File: config.mk
export PLATFORM = sky130hd
export DESIGN_NAME = spi_master_tx
export DESIGN_NICKNAME = d
export VERILOG_FILES = /design/src/rtl/spi_master_tx_pkg.sv /design/src/rtl/spi_sclk_gen.sv /design/src/rtl/spi_master_tx.sv
export SDC_FILE = /design/constraint.sdc
export NUM_CORES = 1
export LEC_CHECK = 0
export BUFFER_PORTS_ARGS = -buffer_cell sky130_fd_sc_hd__buf_4
export CAP_MARGIN = 20
export CORE_ASPECT_RATIO = 1.4
export CORE_MARGIN = 2
export CORE_UTILIZATION = 51
export DETAILED_ROUTE_END_ITERATION = 12
export HOLD_SLACK_MARGIN = 0.03
export PLACE_DENSITY = 0.74
export REMOVE_ABC_BUFFERS = 1
export SYNTH_ARGS = -nofsm -noshare
export SYNTH_HDL_FRONTEND = slang
export SYNTH_HIERARCHICAL = 1
export SYNTH_SLANG_ARGS = --single-unit
export TNS_END_PERCENT = 100
File: constraint.sdc
create_clock -name clk -period 2.4 [get_ports clk]
set_clock_uncertainty 0.05 [all_clocks]
set_input_delay 0.24 -clock clk [delete_from_list [all_inputs] [get_ports clk]]
set_output_delay 0.24 -clock clk [all_outputs]
set_load 0.05 [all_outputs]
File: src/rtl/spi_master_tx_pkg.sv
// spi_master_tx_pkg: shared build macros and the one-hot state encoding.
// Optional feature macro: SPI_MASTER_MISO_CAPTURE_EN (miso capture into rx_data).
`ifndef DATA_WIDTH
`define DATA_WIDTH 8
`endif
`ifndef CPOL
`define CPOL 0
`endif
`ifndef CPHA
`define CPHA 0
`endif
`ifndef SPI_CLK_DIV
`define SPI_CLK_DIV 4
`endif

package spi_master_tx_pkg;

    typedef enum logic [4:0] {
        IDLE   = 5'b00001,
        LEAD   = 5'b00010,
        XFER   = 5'b00100,
        TRAIL  = 5'b01000,
        FINISH = 5'b10000
    } state_t;

    function automatic int cnt_w(input int n);
        return (n > 2) ? $clog2(n) : 1;
    endfunction

endpackage

File: src/rtl/spi_sclk_gen.sv
// spi_sclk_gen: clk divider, sclk edge counter and registered sclk.
// Optional feature macro SPI_MASTER_MISO_CAPTURE_EN does not affect this block.
module spi_sclk_gen
    import spi_master_tx_pkg::*;
#(
    parameter int   DATA_WIDTH = 8,
    parameter int   CLK_DIV    = 4,
    parameter logic CPOL       = 1'b0
) (
    input  logic clk,
    input  logic rst_n,
    input  logic en,
    input  logic xfer,
    output logic tick,
    output logic lead_edge,
    output logic trail_edge,
    output logic last_edge,
    output logic sclk
);

    localparam int NEDGE = 2 * DATA_WIDTH;
    localparam int DW    = cnt_w(CLK_DIV);
    localparam int EW    = cnt_w(NEDGE);
    localparam logic [DW-1:0] DIV_MAX  = DW'(CLK_DIV - 1);
    localparam logic [EW-1:0] EDGE_MAX = EW'(NEDGE - 1);

    logic [DW-1:0] div_cnt;
    logic [EW-1:0] edge_cnt;
    logic          xtick;

    assign tick       = en && (div_cnt == DIV_MAX);
    assign xtick      = tick && xfer;
    assign lead_edge  = xtick && !edge_cnt[0];
    assign trail_edge = xtick && edge_cnt[0];
    assign last_edge  = xtick && (edge_cnt == EDGE_MAX);

    // Every state change lands on a tick, so wrapping on tick restarts the divider.
    always_ff @(posedge clk or negedge rst_n) begin
        if (!rst_n) begin
            div_cnt <= '0;
        end else if (!en || tick) begin
            div_cnt <= '0;
        end else begin
            div_cnt <= div_cnt + 1'b1;
        end
    end

    always_ff @(posedge clk or negedge rst_n) begin
        if (!rst_n) begin
            edge_cnt <= '0;
        end else if (!xfer || last_edge) begin
            edge_cnt <= '0;
        end else if (xtick) begin
            edge_cnt <= edge_cnt + 1'b1;
        end
    end

    always_ff @(posedge clk or negedge rst_n) begin
        if (!rst_n) begin
            sclk <= CPOL;
        end else if (!xfer) begin
            sclk <= CPOL;
        end else if (xtick) begin
            sclk <= ~sclk;
        end
    end

endmodule

File: src/rtl/spi_master_tx.sv
// spi_master_tx: SPI master transmitter, LSB first, CPOL/CPHA selectable.
// Optional feature macro SPI_MASTER_MISO_CAPTURE_EN adds miso and rx_data.
`ifndef DATA_WIDTH
`define DATA_WIDTH 8
`endif
`ifndef CPOL
`define CPOL 0
`endif
`ifndef CPHA
`define CPHA 0
`endif
`ifndef SPI_CLK_DIV
`define SPI_CLK_DIV 4
`endif

module spi_master_tx
    import spi_master_tx_pkg::*;
#(
    parameter int DATA_WIDTH = `DATA_WIDTH,
    parameter int CLK_DIV    = `SPI_CLK_DIV,
    parameter int CPOL       = `CPOL,
    parameter int CPHA       = `CPHA
) (
    input  logic                  clk,
    input  logic                  rst_n,
    input  logic                  start,
    input  logic [DATA_WIDTH-1:0] data_i,
`ifdef SPI_MASTER_MISO_CAPTURE_EN
    input  logic                  miso,
    output logic [DATA_WIDTH-1:0] rx_data,
`endif
    output logic                  busy,
    output logic                  sclk,
    output logic                  ss_n,
    output logic                  mosi,
    output logic                  tx_finish
);

    localparam logic POL = CPOL[0];
    localparam logic PHA = CPHA[0];

    state_t state;
    state_t state_d;

    logic                  tick;
    logic                  lead_edge;
    logic                  trail_edge;
    logic                  last_edge;
    logic                  en;
    logic                  xfer;
    logic                  accept;
    logic [DATA_WIDTH-1:0] shreg;

    assign en     = (state == LEAD) || (state == XFER) || (state == TRAIL);
    assign xfer   = (state == XFER);
    assign accept = start && ((state == IDLE) || (state == FINISH));

    spi_sclk_gen #(
        .DATA_WIDTH (DATA_WIDTH),
        .CLK_DIV    (CLK_DIV),
        .CPOL       (POL)
    ) u_sclk_gen (
        .clk        (clk),
        .rst_n      (rst_n),
        .en         (en),
        .xfer       (xfer),
        .tick       (tick),
        .lead_edge  (lead_edge),
        .trail_edge (trail_edge),
        .last_edge  (last_edge),
        .sclk       (sclk)
    );

    // FINISH chains straight into LEAD so back-to-back frames keep a 1-cycle ss_n gap.
    always_comb begin
        state_d = state;
        unique case (state)
            IDLE:    if (start) state_d = LEAD;
            LEAD:    if (tick) state_d = XFER;
            XFER:    if (last_edge) state_d = TRAIL;
            TRAIL:   if (tick) state_d = FINISH;
            FINISH:  state_d = start ? LEAD : IDLE;
            default: state_d = IDLE;
        endcase
    end

    always_ff @(posedge clk or negedge rst_n) begin
        if (!rst_n) begin
            state     <= IDLE;
            busy      <= 1'b0;
            ss_n      <= 1'b1;
            tx_finish <= 1'b0;
        end else begin
            state     <= state_d;
            busy      <= (state_d != IDLE);
            ss_n      <= (state_d == IDLE) || (state_d == FINISH);
            tx_finish <= (state_d == FINISH);
        end
    end

    always_ff @(posedge clk or negedge rst_n) begin
        if (!rst_n) begin
            shreg <= '0;
            mosi  <= 1'b0;
        end else if (accept) begin
            shreg <= data_i;
            mosi  <= PHA ? 1'b0 : data_i[0];
        end else if ((state_d == FINISH) || (state_d == IDLE)) begin
            mosi  <= 1'b0;
        end else if (PHA) begin
            if (lead_edge) begin
                mosi  <= shreg[0];
                shreg <= {1'b0, shreg[DATA_WIDTH-1:1]};
            end
        end else if (trail_edge && !last_edge) begin
            mosi  <= shreg[1];
            shreg <= {1'b0, shreg[DATA_WIDTH-1:1]};
        end
    end

`ifdef SPI_MASTER_MISO_CAPTURE_EN
    logic [DATA_WIDTH-1:0] rx_sh;
    logic                  samp;

    assign samp = PHA ? trail_edge : lead_edge;

    always_ff @(posedge clk or negedge rst_n) begin
        if (!rst_n) begin
            rx_sh   <= '0;
            rx_data <= '0;
        end else begin
            if (accept) begin
                rx_sh <= '0;
            end else if (samp) begin
                rx_sh <= {miso, rx_sh[DATA_WIDTH-1:1]};
            end
            if (state_d == FINISH) begin
                rx_data <= rx_sh;
            end
        end
    end
`endif

endmodule

# After elaboration in Yosys (flattened, before gate mapping)

Index checks and enable logic that the tools add are counted.

Reduce and logical (&&, ||, !) cells: 19
Equality and inequality tests: 12
$add $sub $neg: 2
Multiplexer cells: 17
Bitwise operators: 1

Operators by type and width:

| cell                                                  | count |
|---|---|
| case mux 5 bit (5 select lines)                       | 1 |
| two-way mux 8 bit                                     | 3 |
| two-way mux 5 bit                                     | 4 |
| equality test 5 x 1 -> 1 bit, second input constant   | 2 |
| equality test 5 bit, second input constant            | 2 |
| two-way mux 4 bit                                     | 2 |
| logical AND 1 bit                                     | 6 |
| logical OR 1 bit                                      | 6 |
| equality test 5 x 2 -> 1 bit, second input constant   | 1 |
| equality test 5 x 3 -> 1 bit, second input constant   | 1 |
| equality test 5 x 4 -> 1 bit, second input constant   | 1 |
| two-way mux 1 bit                                     | 5 |
| inequality test 5 x 1 -> 1 bit, second input constant | 1 |
| adder 4 x 1 -> 4 bit, second input constant           | 1 |
| equality test 4 bit, second input constant            | 1 |
| two-way mux 2 bit                                     | 2 |
| inequality test 2 bit, second input constant          | 2 |
| nonzero test 2 bit                                    | 2 |
| zero test 1 bit                                       | 3 |
| nonzero test 3 bit                                    | 1 |
| adder 2 x 1 -> 2 bit, second input constant           | 1 |
| equality test 2 bit, second input constant            | 1 |
| AND reduction 2 bit                                   | 1 |
| inverter 1 bit                                        | 1 |

Logic and storage cells: 60
Input bits: 11
Output and inout port bits: 5
Bits in registers: 24

# Logic depth before layout (Yosys ltp)

Gate-level depths: netlist (run 1).

Word-level depth: 12
Mapped depth: 14
Gate-level depth less buffers: 12

# Modules after synthesis

Netlist (run 1), hierarchy kept.

By module, submodules not included:

| module        | instances | area an instance (um2) | seq. area each (um2) | cells an instance |
|---|---|---|---|---|
| spi_master_tx | 1         | 952.2                  | 402.9                | 92 |
| spi_sclk_gen  | 1         | 360.3                  | 175.2                | 34 |

# Least setup slack after synthesis (run 1)

OpenSTA, ideal clock, no wires.

Path type: register to register
From: register state[3]
To: register shreg[3]
Buffers on the path: 2
Stages on the path, launching flop included: 14
Data arrival time: 2.407 ns
Required time: 2.220 ns
Setup time: 0.130 ns
Period minus slack after synthesis: 2.587 ns
Path slack: -0.187 ns
Path through: dfrtp_1 -> buf_2 -> nor2_2 -> a21oi_1 -> nor3_1 -> nand2_2 -> clkinv_2 -> nand2_1 -> nor2_1 -> and2b_1 -> o211ai_1 -> buf_4 -> a21bo_1 -> a31oi_1

Cells in the longest elaborated chain, start to end: 12
Elaborated cells between the ends (all ways): 27
Classes of those cells: eq/ne: 8; mux: 6; reduce/logical: 13

Ends and longest elaborated chain:

| what                                                                         | line                 | RTL |
|---|---|---|
| start: declaration                                                           | spi_master_tx.sv:42  | `state_t state;` |
| start signal: assignment                                                     | spi_master_tx.sv:94  | `state <= state_d;` |
| equality test 5 x 2 -> 1 bit or equality test 5 x 3 -> 1 bit (tied branches) | spi_master_tx.sv:54  | `assign en = (state == LEAD) \|\| (state == XFER) \|\| (state == TRAIL);` |
| logical OR 1 bit                                                             | spi_master_tx.sv:54  |  |
| logical OR 1 bit *                                                           | spi_master_tx.sv:54  |  |
| named net en                                                                 | spi_master_tx.sv:49  | `logic en;` |
| logical AND 1 bit *                                                          | spi_sclk_gen.sv:31   | `assign tick = en && (div_cnt == DIV_MAX);` |
| named net tick                                                               | spi_master_tx.sv:45  | `logic tick;` |
| logical AND 1 bit *                                                          | spi_sclk_gen.sv:32   | `assign xtick = tick && xfer;` |
| logical AND 1 bit *                                                          | spi_sclk_gen.sv:35   | `assign last_edge = xtick && (edge_cnt == EDGE_MAX);` |
| named net last_edge                                                          | spi_master_tx.sv:48  | `logic last_edge;` |
| two-way mux 5 bit                                                            | spi_master_tx.sv:80  | `XFER: if (last_edge) state_d = TRAIL;` |
| case mux 5 bit (5 select lines)                                              | spi_master_tx.sv:77  | `unique case (state)` |
| equality test 5 bit or equality test 5 x 1 -> 1 bit (tied branches)          | spi_master_tx.sv:108 | `end else if ((state_d == FINISH) \|\| (state_d == IDLE)) begin` |
| logical OR 1 bit                                                             | spi_master_tx.sv:108 |  |
| inequality test 2 bit (no source line)                                       | -                    |  |
| AND reduction 2 bit (no source line) *                                       | -                    |  |
| end signal: assignment                                                       | spi_master_tx.sv:106 | `shreg <= data_i;` |
| end signal: assignment                                                       | spi_master_tx.sv:113 | `shreg <= {1'b0, shreg[DATA_WIDTH-1:1]};` |
| end signal: assignment                                                       | spi_master_tx.sv:117 | `shreg <= {1'b0, shreg[DATA_WIDTH-1:1]};` |
| end: declaration                                                             | spi_master_tx.sv:52  | `logic [DATA_WIDTH-1:0] shreg;` |

Mark *: on every way through the listed nets, which the timed path passes. The rest lies on a longest branch.
A chain may end at the register's enable or synchronous reset.

# Worst setup path after layout (run 1)

From: register state[3]
To: register mosi

Cells in the longest elaborated chain, start to end: 12
Elaborated cells between the ends (all ways): 26
Classes of those cells: eq/ne: 7; mux: 7; reduce/logical: 12

Ends and longest elaborated chain:

| what                                                                         | line                 | RTL |
|---|---|---|
| equality test 5 x 2 -> 1 bit or equality test 5 x 3 -> 1 bit (tied branches) | spi_master_tx.sv:54  |  |
| logical OR 1 bit                                                             | spi_master_tx.sv:54  |  |
| logical OR 1 bit *                                                           | spi_master_tx.sv:54  |  |
| named net en                                                                 | spi_master_tx.sv:49  |  |
| logical AND 1 bit *                                                          | spi_sclk_gen.sv:31   |  |
| named net tick                                                               | spi_master_tx.sv:45  |  |
| logical AND 1 bit *                                                          | spi_sclk_gen.sv:32   |  |
| logical AND 1 bit *                                                          | spi_sclk_gen.sv:35   |  |
| named net last_edge                                                          | spi_master_tx.sv:48  |  |
| two-way mux 5 bit                                                            | spi_master_tx.sv:80  |  |
| case mux 5 bit (5 select lines)                                              | spi_master_tx.sv:77  |  |
| equality test 5 bit or equality test 5 x 1 -> 1 bit (tied branches)          | spi_master_tx.sv:108 |  |
| logical OR 1 bit                                                             | spi_master_tx.sv:108 |  |
| two-way mux 1 bit                                                            | spi_master_tx.sv:108 |  |
| two-way mux 1 bit                                                            | spi_master_tx.sv:105 | `end else if (accept) begin` |
| end signal: assignment                                                       | spi_master_tx.sv:107 | `mosi <= PHA ? 1'b0 : data_i[0];` |
| end signal: assignment                                                       | spi_master_tx.sv:112 | `mosi <= shreg[0];` |
| end signal: assignment                                                       | spi_master_tx.sv:116 | `mosi <= shreg[1];` |
| end: declaration                                                             | spi_master_tx.sv:35  | `output logic mosi,` |

Marks and branches as above.

==> out/qor.yml, run 1 <==
global_routing:
  grt_overflow: 0
  grt_pass1_vias: 971
  grt_max_degree: 24
  grt_usage_pct: 18.74
  antenna_found_initial: 0
  grt_pass1_wl_mm: 4.167
pwr:
  p_leak_uw: 0.0007421
  p_per_area_mw_per_mm2: 754.3
  total_power_uw: 1222
  vdd_drop_max_v: 0.0005554
cts:
  clk_pin_slew_ns: 0.12
  cts_tree: "built"
  tritoncts_num_sinks: 23
  clock_latency_ns: 0.30
  htreeDepth: 1
  numCtsBuffers: 3
  root_buffer: "clkbuf_4"
  clk_path_buf_depth: 2
timing:
  min_period_ns: 2.453
  min_period_over_period_pct: 102.2
  slew_violations: 0
  hold_violations: 0
  max_freq_mhz: 407.6
  relSlewSlack_pct: 60.06
  final-setup-viol-count: 7
  worst_slack_ns: -0.05310
  rsz0062_at_grt: "true"
  worst_pin_slew_ns: 0.5977
route:
  drcViolationCount: 0
  drt-initial-drc-count: 19
  routedWlPerCell_um: 14.31
  ant_nets: 0
  dr_total_vias: 1049
  firstDrtPassIters: 4
  drt_wl_total_mm: 2.690
  routed_via_density: 5.580
outcome:
  violations: "negative setup slack"
  outcome: "complete, but fails checks"
worst_setup_path:
  rr_endpoint: "mosi$_DFFE_PN0P_"
  cp-startpoint: "state[3]$_DFF_PN0_"
  required_ns: 2.55
  start_kind: "flop"
  worstSetupPathType: "reg2reg"
  rr_worst_depth: 13
  cp.arrival_ns: 2.60
  reg2reg_setup_slack_ns: -0.05
  end_kind: "flop"
  reg2reg_from: "state[3]$_DFF_PN0_"
  worstPathMaxFanout: 5
logic_synthesis:
  synth_warnings: 6
  netlist_area_mm2: 0.001309
  synthCells: 125
  avgSynthCellArea_um2: 10.47
flow_run:
  maxCapViolCount: 0
placed_design:
  hpwl_mm: 1.871
  dp.cells: 178
  numPortBuffers: 15
  place_congestion: 0.8775
finish:
  areaGrowthSynthToFinish_pct: 23.80
  multiInputGateArea_um2: 709.4
  fin_cells: 188
  register_area_um2: 580.6
  nFillCells: 207
  diodes: 0
  fin_nets: 168
  layout-drive-gt1-share_pct: 42.21
die:
  die_w_um: 46.82
  start_util_pct: 54.14
  dieArea_mm2: 0.002993
  coreArea_mm2: 0.002417
  fp.dieH_um: 63.94
  io_pins: 16
  rows: 21
min_path:
  worstHoldPathCells: 2
  hold_path.class: "in2reg"
  holdPathEnd: "mosi$_DFFE_PN0P_"
  min_from: "data_i[0]"
stage by stage:
| step | setup slack [ns] | TNS [ns] | cell area, µm² | utilization [%] | hold WS, ns |
|---|---|---|---|---|---|
| floorplan | -0.2448 | -1.493 | 1239 | - | -0.1056 |
| global placement | 0.05316 | 0 | 1484 | 61.39 | 0.09615 |
| detailed placement | -0.05495 | -0.1702 | 1484 | 61.39 | 0.09562 |
| CTS | 0.01484 | 0 | 1531 | 63.35 | 0.1037 |
| global route | -0.2330 | -1.601 | 1620 | 67.03 | 0.1096 |
| finish | -0.05310 | -0.1616 | 1620 | 67.03 | 0.1199 |
how the worst max path moves through the flow:
stage / end / slack (ns)
2_1_floorplan: shreg[1]$_DFFE_PN0P_ / -0.24
3_3_place_gp: shreg[3]$_DFFE_PN0P_ / 0.05
3_5_place_dp: shreg[1]$_DFFE_PN0P_ / -0.05
4_1_cts: shreg[1]$_DFFE_PN0P_ / 0.01
5_1_grt: shreg[1]$_DFFE_PN0P_ / -0.23
6_report: mosi$_DFFE_PN0P_ / -0.05
worst max-delay path, cell delays in order, from the launching register on:
cell and delay [ns]:
dfrtp_2 0.47, xnor2_2 0.14, nor2_1 0.10, a21oi_1 0.05
nor3_2 0.24, nand2_2 0.14, inv_4 0.11, nand2_4 0.06
nor2_4 0.12, and2b_2 0.26, buf_4 0.14, mux2i_1 0.15
a21oi_1 0.05, mux2_2 0.26
layout make-up:
type / instances / share of cell area (%)
inverter: 3 / 0.8494
tap: 34 / 2.625
clock buffer: 4 / 1.622
sequential: 23 / 35.83
multi-input combinational: 91 / 43.78
timing repair buffer: 33 / 15.29
report_power, final:
| part | internal, µW | switching [µW] |
|---|---|---|
| Clock | 64.7 | 106 |
| Sequential | 497 | 82.6 |
| Combinational | 216 | 256 |
| Total | 777 | 445 |
registers in the layout (all words and copies together), names as in the netlist:
register	flops
mosi	1
tx_finish	1
u_sclk_gen/sclk	1
state	5
u_sclk_gen/div_cnt	2
ss_n	1
u_sclk_gen/edge_cnt	4
shreg	7
busy	1
layout by cell type, fill, tap and decap left out, drive strengths merged, types with 4 or more instances in the layout:
| cell type | n |
|---|---|
| nor2 | 12 |
| nand3 | 10 |
| buf | 32 |
| nor3 | 4 |
| nand2 | 7 |
| dfrtp | 21 |
| a21bo | 6 |
| clkbuf | 4 |
| a21oi | 6 |
| a31oi | 7 |
per-layer routing:
layer / part of all wire [%] / wire length (µm) / GRT usage, %
met4: 1.1 / 30 / 5.556
met3: 3.0 / 80 / 3.390
met5: 0 / 0 / 0
met1: 40 / 1081 / 23.39
met2: 56 / 1497 / 31.68
what timing repair did:
item                                    CTS  global route
cloned                                    0             1
hold endpoints to repair                 23             0
hold buffers                              1             0
pin swaps                                 0            11
setup buffers                             0             4
gates resized for setup                   3            14
endpoints found under the setup margin    8             8
Note: power is estimated with default switching activity, not from simulation.
==> inputs of run 2 (changes only) <==
- BUFFER_PORTS_ARGS: -buffer_cell sky130_fd_sc_hd__buf_4 -> not set
- CORE_MARGIN: 2 -> 1
- CORE_UTILIZATION: 51 -> 55
- CTS_CLUSTER_DIAMETER: not set -> 100
- DONT_BUFFER_PORTS: not set -> 1
- PLACE_DENSITY: 0.74 -> 0.73
==> out/qor.yml, run 2 (synthesized netlist as in run 1, its figures left out) <==
outcome:
  outcome: "completed"
placed_design:
  dpl_cell_area_mm2: 0.001391  # -6.2%
  numPortBuffers: 0  # -15
  hpwl_mm: 1.863  # -0.45%
  place_congestion: 0.8774  # about the same
finish:
  layout_common_cells: "dfrtp_1 (19), buf_4 (19), nor2_1 (10)"
  layout-drive-gt1-share_pct: 34.90  # -7.3 points
  fin_nets: 163  # -3.0%
  diodes: 0  # unchanged
  register_area_um2: 580.6  # unchanged
  reg_top3: "shreg: 7 flops, state: 5 flops, u_sclk_gen/edge_cnt: 4 flops"
  multiInputGateArea_um2: 711.9  # +0.35%
  fin_area_mm2: 0.001600  # -1.2%
  largest_reg_flops: 7  # unchanged
  nFillCells: 150  # -28%
  areaGrowthSynthToFinish_pct: 22.27
  largest-register: "shreg"
cts:
  clk_path_buf_depth: 2  # unchanged
  clock_latency_ns: 0.31  # about the same
  root_buffer: "clkbuf_4"
  tritoncts_num_sinks: 23  # unchanged
  clk_pin_slew_ns: 0.12  # about the same
  numCtsBuffers: 3  # unchanged
  cts_tree: "built"
  htreeDepth: 1  # unchanged
pwr:
  clock_power_share_pct: 14.4  # +0.5 points
  p_leak_uw: 0.0007025  # -5.3%
  total_power_uw: 1203  # -1.6%
  p_per_area_mw_per_mm2: 751.8  # -0.34%
  p_comb_share_pct: 30.7  # -7.9 points
  power.internal_uw: 743.5  # -4.4%
  vdd_drop_max_v: 0.0004678  # -16%
  p_switching_uw: 459.5  # +3.3%
  switching_share_pct: 38.20  # +1.8 points
  p_seq_share_pct: 54.9  # +7.5 points
die:
  fp.dieH_um: 59.72  # -6.6%
  rows: 20  # -4.8%
  io_pins: 16  # unchanged
  start_util_pct: 59.43  # +5.3 points
  die_w_um: 43.23  # -7.7%
  dieArea_mm2: 0.002581  # -14%
  coreArea_mm2: 0.002202  # -8.9%
worst_setup_path:
  reg2reg_from: "state[2]$_DFF_PN0_"
  end_kind: "flop"
  cp.arrival_ns: 2.55  # -0.05 ns
  required_ns: 2.59  # +0.04 ns
  worstSetupPathType: "reg2reg"
  start_kind: "flop"
  worstPathMaxFanout: 6  # +1
  rr_endpoint: "shreg[4]$_DFFE_PN0P_"
  reg2reg_setup_slack_ns: 0.04  # +0.09 ns
  rr_worst_depth: 12  # -1
global_routing:
  grt_util_met2_pct: 40.09  # +8.4 points
  antenna_found_initial: 0  # unchanged
  use_met1_pct: 23.61  # +0.22 points
  grt_usage_pct: 21.71  # +3.0 points
  grt_pass1_wl_mm: 4.174  # +0.17%
  grt_pass1_vias: 1019  # +4.9%
  grt_max_degree: 24  # unchanged
  grt_overflow: 0  # unchanged
  grt_busiest_layer: "met2"
  use_met3_pct: 4.834  # +1.4 points
timing:
  hold_ws_ns: 0.03409  # -0.08581 ns
  min_period_over_period_pct: 98.40  # -3.8 points
  max_freq_mhz: 423.4  # +3.9%
  hold_violations: 0  # unchanged
  rsz0062_at_grt: "true"
  final-setup-viol-count: 0  # -7
  setup_tns_ns: 0  # +0.1616 ns
  slew_violations: 0  # unchanged
  worst_pin_slew_ns: 0.4960  # -0.1017 ns
  relSlewSlack_pct: 66.93  # +6.9 points
  min_period_ns: 2.362  # -0.09142 ns
route:
  dr_total_vias: 1074  # +2.4%
  routedWlPerCell_um: 17.36  # +21%
  drt_wl_total_mm: 2.969  # +10%
  drt-initial-drc-count: 38  # +19
  ant_nets: 0  # unchanged
  drcViolationCount: 0  # unchanged
  routed_via_density: 6.281  # +13%
  firstDrtPassIters: 5  # +1
flow_run:
  maxCapViolCount: 0  # unchanged
min_path:
  hold_path.class: "in2reg"
  worstHoldPathCells: 2  # unchanged
  min_from: "data_i[6]"
  holdPathEnd: "shreg[6]$_DFFE_PN0P_"
run 2: cell count changes in the layout (fill, tap and decap cells not counted), moves of 2 or more:
cell           change
a31oi_1            +2
a31oi_2            -2
dlygate4sd3_1      +5
nand3_1            +3
nand3_2            -3
buf_4             -12
run 2: worst max path at each step:
stage                            start                    to  slack [ns]  depth (start not counted)
floorplan           state[3]$_DFF_PN0_  shreg[1]$_DFFE_PN0P_       -0.24                         11
global placement    state[1]$_DFF_PN0_  shreg[1]$_DFFE_PN0P_        0.08                          8
detailed placement  state[1]$_DFF_PN0_  shreg[1]$_DFFE_PN0P_        0.04                          8
CTS                 state[3]$_DFF_PN0_  shreg[2]$_DFFE_PN0P_       0.003                         12
global route        state[2]$_DFF_PN0_  shreg[1]$_DFFE_PN0P_       -0.16                         12
finish              state[2]$_DFF_PN0_  shreg[4]$_DFFE_PN0P_        0.04                         12
run 2: final cells by class:
class                      instances  area share, %
timing repair buffer              27          14.93
tap                               22          1.720
clock inverter                     1         0.3127
inverter                           3         0.8600
clock buffer                       3          1.407
multi-input combinational         92          44.49
sequential                        23          36.28
run 2: power groups by stage:
stage               logic [µW]  registers, µW  clock network (µW)
floorplan                  224            641                   0
global placement           311            658                   0
detailed placement         320            658                   0
CTS                        336            654                 183
global route               406            675                 195
finish                     369            661                 174
run 2: repair_timing:
action / in CTS / in global routing
buffers inserted: 0 / 5
gates resized for setup: 1 / 14
cloned: 0 / 1
hold endpoints to repair: 28 / 0
endpoints found under the setup margin: 2 / 8
pin swaps: 0 / 0
hold buffers: 6 / 0
run 2: through the flow:
stage | std cells | utilization, % | setup slack, ns
finish | 171 | 72.67 | 0.03832
global route | 171 | 72.67 | -0.1584
CTS | 164 | 67.39 | 0.003108
detailed placement | 154 | 63.18 | 0.03959
global placement | 154 | 63.18 | 0.08288
floorplan | 117 | - | -0.2448
run 2: routing by layer:
layer / wire (µm) / vias up
met5: 0 / -
met4: 39 / 0
met3: 111 / 5
met2: 1614 / 29
met1: 1204 / 536
li1: - / 504
run 2: worst max-delay path, stage by stage (launching register included):
cell	delay (ns)
dfrtp_2	0.47
xnor2_2	0.14
nor2_1	0.12
a21oi_2	0.05
nor3_2	0.18
nand2_2	0.12
inv_4	0.09
and3_1	0.16
and2b_2	0.17
buf_4	0.14
o311ai_4	0.15
a21bo_1	0.24
a31oi_1	0.19
==> inputs of run 3 (changes only) <==
- CORE_ASPECT_RATIO: 1.4 -> 1.2
- CORE_MARGIN: 1 -> 2
- clock period: 2.4 -> 2.02 ns (I/O delays scaled with it)
==> out/qor.yml, run 3 (synthesized netlist as in run 1, its figures left out) <==
pwr:
  clock_power_share_pct: 14.1  # -0.3 points
  vdd_drop_max_v: 0.0008071  # +73%
  power.internal_uw: 938.8  # +26%
  p_seq_share_pct: 49.8  # -5.1 points
  p_per_area_mw_per_mm2: 880.7  # +17%
  p_switching_uw: 581.9  # +27%
  switching_share_pct: 38.27  # +0.067 points
  p_comb_share_pct: 36.1  # +5.4 points
  p_leak_uw: 0.0007839  # +12%
timing:
  worst_pin_slew_ns: 0.5299  # +0.03396 ns
  max_freq_mhz: 424.2  # +0.19%
  hold_violations: 0  # unchanged
  relSlewSlack_pct: 64.59  # -2.3 points
  final-setup-viol-count: 8  # +8
  rsz0062_at_grt: "true"
  slew_violations: 0  # unchanged
  min_period_ns: 2.357  # -0.004427 ns
  min_period_over_period_pct: 116.7  # +18 points
  worst_slack_ns: -0.3373  # -0.3756 ns
worst_setup_path:
  worstSetupPathType: "reg2reg"
  end_kind: "flop"
  start_kind: "flop"
  cp.arrival_ns: 2.51  # -0.04 ns
  worstPathMaxFanout: 4  # -2
  required_ns: 2.17  # -0.42 ns
route:
  wl_met1_mm: 1.321  # +9.7%
  dr_total_vias: 1164  # +8.4%
  met2_length_mm: 1.747  # +8.2%
  ant_nets: 0  # unchanged
  routedWlPerCell_um: 17.11  # -1.4%
  highest_layer: "met4"
  firstDrtPassIters: 4  # -1
  routed_via_density: 6.000  # -4.5%
  met3_length_um: 150  # +35%
  drcViolationCount: 0  # unchanged
  drt_wl_total_mm: 3.320  # +12%
  drt-initial-drc-count: 30  # -21%
die:
  io_pins: 16  # unchanged
  coreArea_mm2: 0.002282  # +3.6%
  dieArea_mm2: 0.002787  # +8.0%
  die_w_um: 48.53  # +12%
  start_util_pct: 57.35  # -2.1 points
  fp.dieH_um: 57.44  # -3.8%
  rows: 19  # -5.0%
cts:
  clk_path_buf_depth: 2  # unchanged
  clk_pin_slew_ns: 0.12  # about the same
  tritoncts_num_sinks: 23  # unchanged
  htreeDepth: 1  # unchanged
  cts_tree: "built"
  clock_latency_ns: 0.31  # about the same
  numCtsBuffers: 3  # unchanged
  root_buffer: "clkbuf_4"
finish:
  layout_common_cells: "buf_4 (29), dfrtp_1 (20), nor2_1 (9), nand3_1 (9), dlygate4sd3_1 (9)"
  reg_top3: "shreg: 7 flops, state: 5 flops, u_sclk_gen/edge_cnt: 4 flops"
  areaGrowthSynthToFinish_pct: 31.93
  final_common_cell: "buf_4"
  fin_nets: 177  # +8.6%
  layout-drive-gt1-share_pct: 39.88  # +5.0 points
  fin_util_pct: 75.66  # +3.0 points
  diodes: 0  # unchanged
  largest_reg_flops: 7  # unchanged
  largest-register: "shreg"
global_routing:
  grt_pass1_wl_mm: 5.299  # +27%
  grt_max_degree: 24  # unchanged
  grt_overflow: 0  # unchanged
  antenna_found_initial: 0  # unchanged
  grt_usage_pct: 24.79  # +3.1 points
  grt_pass1_vias: 1192  # +17%
placed_design:
  hpwl_mm: 2.008  # +7.8%
  numPortBuffers: 0  # unchanged
  place_congestion: 0.8767  # about the same
  dpl_worst_slack_ns: -0.3729  # -0.4125 ns
outcome:
  outcome: "complete, but fails checks"
  violations: "negative setup slack"
min_path:
  hold_path.class: "in2reg"
flow_run:
  maxCapViolCount: 0  # unchanged
-- run 3: metrics by stage --
step | power [µW] | instances | TNS, ns | cell area [µm²] | hold WS [ns]
floorplan | 1028 | 117 | -4.533 | 1239 | -0.1436
global placement | 1159 | 169 | -1.882 | 1448 | -0.1431
detailed placement | 1182 | 169 | -2.552 | 1448 | -0.1431
CTS | 1439 | 195 | -2.157 | 1700 | 0.1594
global route | 1599 | 194 | -3.316 | 1727 | 0.1822
finish | 1521 | 194 | -2.213 | 1727 | 0.2013
-- run 3: final timing paths --
| path | startpoint | end | slack (ns) | cells past startpoint |
|---|---|---|---|---|
| max | state[3]$_DFF_PN0_ | mosi$_DFFE_PN0P_ | -0.34 | 13 |
| min | start | mosi$_DFFE_PN0P_ | 0.20 | 2 |
| max reg2reg | state[3]$_DFF_PN0_ | mosi$_DFFE_PN0P_ | -0.34 | 13 |
| min reg2reg | u_sclk_gen/div_cnt[0]$_DFF_PN0_ | u_sclk_gen/div_cnt[0]$_DFF_PN0_ | 0.42 | 1 |
| max in group asynchronous | rst_n | state[1]$_DFF_PN0_ | 1.23 | 2 |
| min in group asynchronous | rst_n | tx_finish$_DFF_PN0_ | 0.23 | 1 |
-- run 3: power groups by stage --
stage | Clock [µW] | Sequential (µW) | Combinational, µW
finish | 214 | 757 | 549
global route | 241 | 766 | 592
CTS | 218 | 753 | 467
detailed placement | 0 | 760 | 422
global placement | 0 | 754 | 405
floorplan | 0 | 761 | 267
-- run 3: layout make-up --
type | count | area, µm²
multi-input combinational | 91 | 699.4
fill | 147 | 555.5
inverter | 3 | 12.51
clock buffer | 4 | 26.28
timing repair buffer | 42 | 370.4
sequential | 23 | 579.3
tap | 31 | 38.79
-- run 3: layer usage --
layer	track usage, %	up-vias
met2	46.03	52
li1	-	538
met1	29.18	564
met3	2.880	10
met5	0	-
met4	10.20	0
-- run 3: critical path: stages, from the launching register on --
cell	delay, ns
dfrtp_1	0.45
xnor2_1	0.15
nor2_1	0.09
a21oi_1	0.05
nor3_2	0.18
nand2_2	0.10
clkinv_2	0.08
nand2_2	0.06
nor2_2	0.10
and2b_2	0.26
buf_4	0.14
mux2i_1	0.16
a21oi_1	0.09
mux2_4	0.28
-- run 3: repair_timing --
| item | CTS | global route |
|---|---|---|
| resized for setup | 11 | 7 |
| gates cloned | 0 | 0 |
| hold buffers | 9 | 0 |
| pin swaps | 1 | 4 |
| buffers inserted | 13 | 3 |
| hold endpoints to repair | 31 | 0 |
| endpoints found under the setup margin | 8 | 15 |
